`config.mk`:
```
export PLATFORM = sky130hd
export DESIGN_NAME = nibble_packer_4in
export DESIGN_NICKNAME = d
export VERILOG_FILES = /design/src/rtl/nibble_packer_4in_pkg.sv /design/src/rtl/nibble_packer_4in_word_hold_reg.sv /design/src/rtl/nibble_packer_4in.sv
export SDC_FILE = /design/constraint.sdc
export NUM_CORES = 1
export LEC_CHECK = 0
export ABC_AREA = 1
export CAP_MARGIN = 20
export CORE_UTILIZATION = 52
export DETAILED_ROUTE_END_ITERATION = 7
export PLACE_DENSITY_LB_ADDON = 0.15
export SETUP_SLACK_MARGIN = 0.02
export SLEW_MARGIN = 20
export SYNTH_ARGS = -nofsm -noshare
export SYNTH_HDL_FRONTEND = slang
export SYNTH_HIERARCHICAL = 1
export SYNTH_SLANG_ARGS = --single-unit
```
`constraint.sdc`:
```
create_clock -name CLK -period 2.3 [get_ports CLK]
set_input_delay 0.69 -clock CLK [delete_from_list [all_inputs] [get_ports CLK]]
set_output_delay 0.69 -clock CLK [all_outputs]
set_load 0.05 [all_outputs]
```
`src/rtl/nibble_packer_4in_pkg.sv`:
```
// nibble_packer_4in_pkg
//   Shared nibble/word geometry used by the nibble packer and by the
//   nibble_mayor_4in consumer. It also holds a helper that drops a nibble into
//   its lane of a word.
//   No ports (package).
package nibble_packer_4in_pkg;

    localparam int unsigned NIBBLE_W         = 4;
    localparam int unsigned NIBBLES_PER_WORD = 4;
    localparam int unsigned WORD_W           = NIBBLE_W * NIBBLES_PER_WORD;
    localparam int unsigned CNT_W            = 2;

    // Lane k occupies bits [4k+3:4k]. Lane 0 is filled first.
    function automatic logic [WORD_W-1:0] insert_nibble(
        input logic [WORD_W-1:0]   word,
        input logic [CNT_W-1:0]    lane,
        input logic [NIBBLE_W-1:0] nib
    );
        logic [WORD_W-1:0] w;
        w = word;
        w[32'(lane)*NIBBLE_W +: NIBBLE_W] = nib;
        return w;
    endfunction

endpackage

```
`src/rtl/nibble_packer_4in_word_hold_reg.sv`:
```
// word_hold_reg
//   A 16-bit valid/ready holding register with a two-state EMPTY/FULL FSM.
//   A load always wins. The parent only asserts load_en when the register is
//   empty or is draining in the same cycle.
//   Ports:
//     clk, rst     : clock and synchronous active-high reset
//     load_en      : capture load_data this cycle
//     load_data    : word to capture
//     out_ready    : the consumer takes the held word this cycle
//     out_valid    : a word is held
//     out_data     : the held word; stable while out_valid=1 and out_ready=0
module word_hold_reg
    import nibble_packer_4in_pkg::*;
(
    input  logic              clk,
    input  logic              rst,
    input  logic              load_en,
    input  logic [WORD_W-1:0] load_data,
    input  logic              out_ready,
    output logic              out_valid,
    output logic [WORD_W-1:0] out_data
);

    localparam logic [0:0] ST_EMPTY = 1'b0;
    localparam logic [0:0] ST_FULL  = 1'b1;

    logic [0:0]        state_q, state_d;
    logic [WORD_W-1:0] data_q, data_d;

    always_comb begin
        state_d = state_q;
        data_d  = data_q;
        if (load_en) begin
            state_d = ST_FULL;
            data_d  = load_data;
        end else if (state_q == ST_FULL && out_ready) begin
            state_d = ST_EMPTY;
        end
    end

    always_ff @(posedge clk) begin
        if (rst) begin
            state_q <= ST_EMPTY;
            data_q  <= '0;
        end else begin
            state_q <= state_d;
            data_q  <= data_d;
        end
    end

    assign out_valid = (state_q == ST_FULL);
    assign out_data  = data_q;

endmodule

```
`src/rtl/nibble_packer_4in.sv`:
```
// nibble_packer_4in
//   Packs a stream of 4-bit nibbles into 16-bit words. The first nibble of a
//   word goes to [3:0]. FLUSH closes a partial word early and zero-pads it.
//   Buffering is one held word plus up to three assembling nibbles.
//   Ports:
//     CLK, RESET    : clock and synchronous active-high reset
//     NIBBLE_IN     : upstream nibble
//     NIBBLE_VALID  : NIBBLE_IN is valid
//     NIBBLE_READY  : a nibble can be accepted this cycle
//     FLUSH         : close the partial word now, zero-padding the rest
//     NIBBLES       : packed output word
//     WORD_VALID    : NIBBLES holds a complete word
//     WORD_READY    : the consumer takes the word this cycle
module nibble_packer_4in
    import nibble_packer_4in_pkg::*;
(
    input  logic                CLK,
    input  logic                RESET,
    input  logic [NIBBLE_W-1:0] NIBBLE_IN,
    input  logic                NIBBLE_VALID,
    output logic                NIBBLE_READY,
    input  logic                FLUSH,
    output logic [WORD_W-1:0]   NIBBLES,
    output logic                WORD_VALID,
    input  logic                WORD_READY
);

    logic [CNT_W-1:0]  count_q, count_d;
    logic [WORD_W-1:0] asm_q, asm_d;
    logic              flush_pend_q, flush_pend_d;

    logic              word_valid;
    logic [WORD_W-1:0] nibbles;
    logic              can_load, nibble_ready, nib_xfer, last_nib;
    logic              has_data, flush_req, load;
    logic [WORD_W-1:0] asm_merged;

    always_comb begin
        // The holding register can take a new word if it is empty or is
        // being drained this cycle.
        can_load     = !word_valid || WORD_READY;
        nibble_ready = (count_q != 2'd3) || can_load;
        nib_xfer     = NIBBLE_VALID && nibble_ready;
        last_nib     = nib_xfer && (count_q == 2'd3);
        asm_merged   = nib_xfer ? insert_nibble(asm_q, count_q, NIBBLE_IN) : asm_q;
        has_data     = nib_xfer || (count_q != '0);
        flush_req    = FLUSH || flush_pend_q;

        // The count wraps 3->0 on its own when the 4th nibble is taken.
        count_d      = count_q + {1'b0, nib_xfer};
        asm_d        = asm_merged;
        flush_pend_d = 1'b0;
        load         = 1'b0;

        if (last_nib) begin
            // A full word already satisfies any flush, pending or not.
            load  = 1'b1;
            asm_d = '0;
        end else if (flush_req && has_data) begin
            if (can_load) begin
                load    = 1'b1;
                asm_d   = '0;
                count_d = '0;
            end else begin
                // Keep the flush pending. Nibbles that arrive meanwhile
                // become part of the partial word it will close.
                flush_pend_d = 1'b1;
            end
        end
    end

    always_ff @(posedge CLK) begin
        if (RESET) begin
            count_q      <= '0;
            asm_q        <= '0;
            flush_pend_q <= 1'b0;
        end else begin
            count_q      <= count_d;
            asm_q        <= asm_d;
            flush_pend_q <= flush_pend_d;
        end
    end

    word_hold_reg u_hold (
        .clk       (CLK),
        .rst       (RESET),
        .load_en   (load),
        .load_data (asm_merged),
        .out_ready (WORD_READY),
        .out_valid (word_valid),
        .out_data  (nibbles)
    );

    assign NIBBLE_READY = nibble_ready;
    assign WORD_VALID   = word_valid;
    assign NIBBLES      = nibbles;

endmodule

```
==> flow_summary.yaml <==
cts:
  cts_sinks: 36
  clk_pin_slew_ns: 0.10
  cts_buffers: 5
  cts_max_level: 2
  cts_setup_buffers: 0
  cts_hold_buf: 0
  cts_tree: "yes"
  cts_max_path_buffers: 2
  root_buffer: "clkbuf_4"
  clkLatencyLatePin_ns: 0.33
cells_and_area:
  final_cells: 321
  areaGrowthSynthToFinish_pct: 20.7
  antenna_cells: 0
  drive_above_1_share: 0.0758
  nets: 293
timing:
  finalHoldWorstSlack_ns: 0.510
  finalMaxSlewViolations: 0
  fin_crit_sh: 0.958
  fmax_ghz: 0.454
  hold_viol_final: 0
  setup_viol: 0
  slew-limit-headroom: 0.669
  final.min_clock_period_ns: 2.20
  worstMarginPinSlew_ns: 0.495
  final.setup.tns_ns: 0
  finClkSkew_ns: 0.00214
  rsz0062_at_grt: "false"
synth:
  ys_warn_count: 6
  yosys.area.top_type: "dfxtp_1"
  synth_edf_count: 0
  synth-main-ff-cell: "dfxtp_1"
  yosysMostFrequentCell: "nor2_1"
  synth_seq_area_share: 0.425
  syn_inst: 246
  synth_nets: 262
  yosys.area.top_type_share: 0.425
  ys_top_cells_by_area: "dfxtp_1 (43%), nor2_1 (14%), inv_1 (11%)"
  synth_async_sr_flop_share: 0
  syn_area_um2: 1700
  ys_seq_elements: 36
  synth.avg_cell_area_um2: 6.89
  synth_top_cells_by_count: "nor2_1 (65), inv_1 (49), dfxtp_1 (36)"
  ys_types: 21
grt:
  grtUsageTotal: 0.220
  busiest_layer: "met2"
  first_global_vias: 1324
  grt_max_degree: 18
  globalRouteMet3Util: 0.0590
  globalRouteOverflowTotal: 0
  use_met1: 0.284
  antenna_found_initial: 0
  grt_pass1_wl_um: 5670
  grt_use_met2: 0.346
die:
  die_y_um: 59.1
  io_pins: 27
  start_util: 0.551
  die_w_um: 59.1
  dieArea_um2: 3490
  num_rows: 20
  coreArea_um2: 3080
critical_path:
  cp_top_family: "buffers and inverters"
  cp_data_arrival_time_ns: 1.51
  critical_path_class: "in -> out"
  critical_path.max_fanout: 6
  timing.critical_path.cells: "clkdlybuf4s50_1, inv_2, nand3_4, buf_12"
  slowest_stage: "clkdlybuf4s50_1"
  ff2ff_path_depth: 9
  cpPeakStageDelay_ns: 0.43
  r2r_slack_ns: 0.43
  crit_path_start_kind: "input port"
  cp_num_cells: 4
  worst_ep_required_time_ns: 1.61
  worst-path-buf-inv: 3
  cp-end-kind: "primary output"
drt:
  drtAntennaViolNets: 0
  drc: 0
  drt_wl_total_um: 3290
  first_pass_iters: 4
  drt_iter0_markers: 43
  vias: 1485
  wire_per_inst_um: 10.2
  via_per_inst: 4.63
power:
  power.density_nw_per_um2: 661
  ir_worst_vdd_uv: 537
  p_leak_uw: 0.00108
placement:
  routabilityCongestion: 0.836
  port_buffers: 26
  dp_hpwl_um: 2310
  dpl.cell_count: 314
hold_path:
  min_path_cells: 2
  hold_path.class: "reg -> reg"
status:
  outcome: "finished, final reports clean"
job:
  cap_violations: 0
-- worst paths after layout --
path,from,to
worst max-delay path,WORD_READY,NIBBLE_READY
worst min-delay path,u_hold/out_data[1]$_SDFFE_PP0P_,u_hold/out_data[1]$_SDFFE_PP0P_
worst max register to register,count_q[0]$_SDFF_PP0_,u_hold/out_data[3]$_SDFFE_PP0P_
worst min register to register,u_hold/out_data[1]$_SDFFE_PP0P_,u_hold/out_data[1]$_SDFFE_PP0P_
-- report_power, final --
group	switching (uW)	total (uW)	internal [uW]
Combinational	240	354	114
Clock	198	311	113
Sequential	22.4	687	665
-- timing repair --
| action | 4_1_cts | 5_1_grt |
|---|---|---|
| setup endpoints to repair | 1 | 1 |
| pin swaps | 0 | 0 |
| resized for setup | 1 | 1 |
-- registers in the layout, summed over array words and instances, names as in the netlist --
register and count:
flush_pend_q 1, u_hold/out_data 16, asm_q 16, count_q 2
u_hold/out_valid 1
-- cells by family after synthesis --
family                     count (synthesis)  share of synthesized area
adders and majority gates                  7                     0.0517
AOI/OAI and AO/OA                         35                      0.106
DFF                                       36                      0.425
buffers and inverters                     55                      0.134
and+or+nand+nor                          113                      0.284
-- layer usage --
layer,up-vias,wire [um]
met1,649,1640
li1,800,-
met2,28,1440
met3,8,143
met5,-,0
met4,0,67
-- worst min-delay path, stage by stage, from the launching register on --
cell and delay, ns:
dfxtp_1 0.34, o21ai_0 0.07, nor2_1 0.08
-- area by class of cell --
class / count / area, um2
multi-input combinational: 155 / 748
timing repair buffer: 28 / 284
inverter: 51 / 191
sequential: 36 / 721
fill: 298 / 1030
clock inverter: 1 / 5.00
clock buffer: 6 / 41.3
tap: 44 / 55.1
-- placed cells by master, fill, tap and decap left out, types with 2 or more instances in the layout --
| cell | Yosys | routed |
|---|---|---|
| nor2_1 | 65 | 65 |
| nand3_2 | 2 | 2 |
| inv_1 | 49 | 48 |
| clkbuf_4 | 0 | 5 |
| clkdlybuf4s50_1 | 0 | 24 |
| o21ai_0 | 32 | 32 |
| inv_2 | 2 | 3 |
| nand3_1 | 8 | 8 |
| nand2_2 | 3 | 3 |
| buf_4 | 1 | 2 |
| dfxtp_1 | 36 | 36 |
| nand2_1 | 30 | 30 |
| ha_1 | 7 | 7 |
-- through the flow --
step	setup WS [ns]	instance area (um2)	total power [uW]	util
2_1_floorplan	0.372	1700	950	-
3_3_place_gp	0.0479	2000	1050	0.650
3_5_place_dp	0.00384	2000	1060	0.650
4_1_cts	0.0593	2050	1360	0.665
5_1_grt	0.0435	2050	1430	0.665
6_report	0.0965	2050	1350	0.665
No activity file was read; power rests on OpenSTA's default activity.
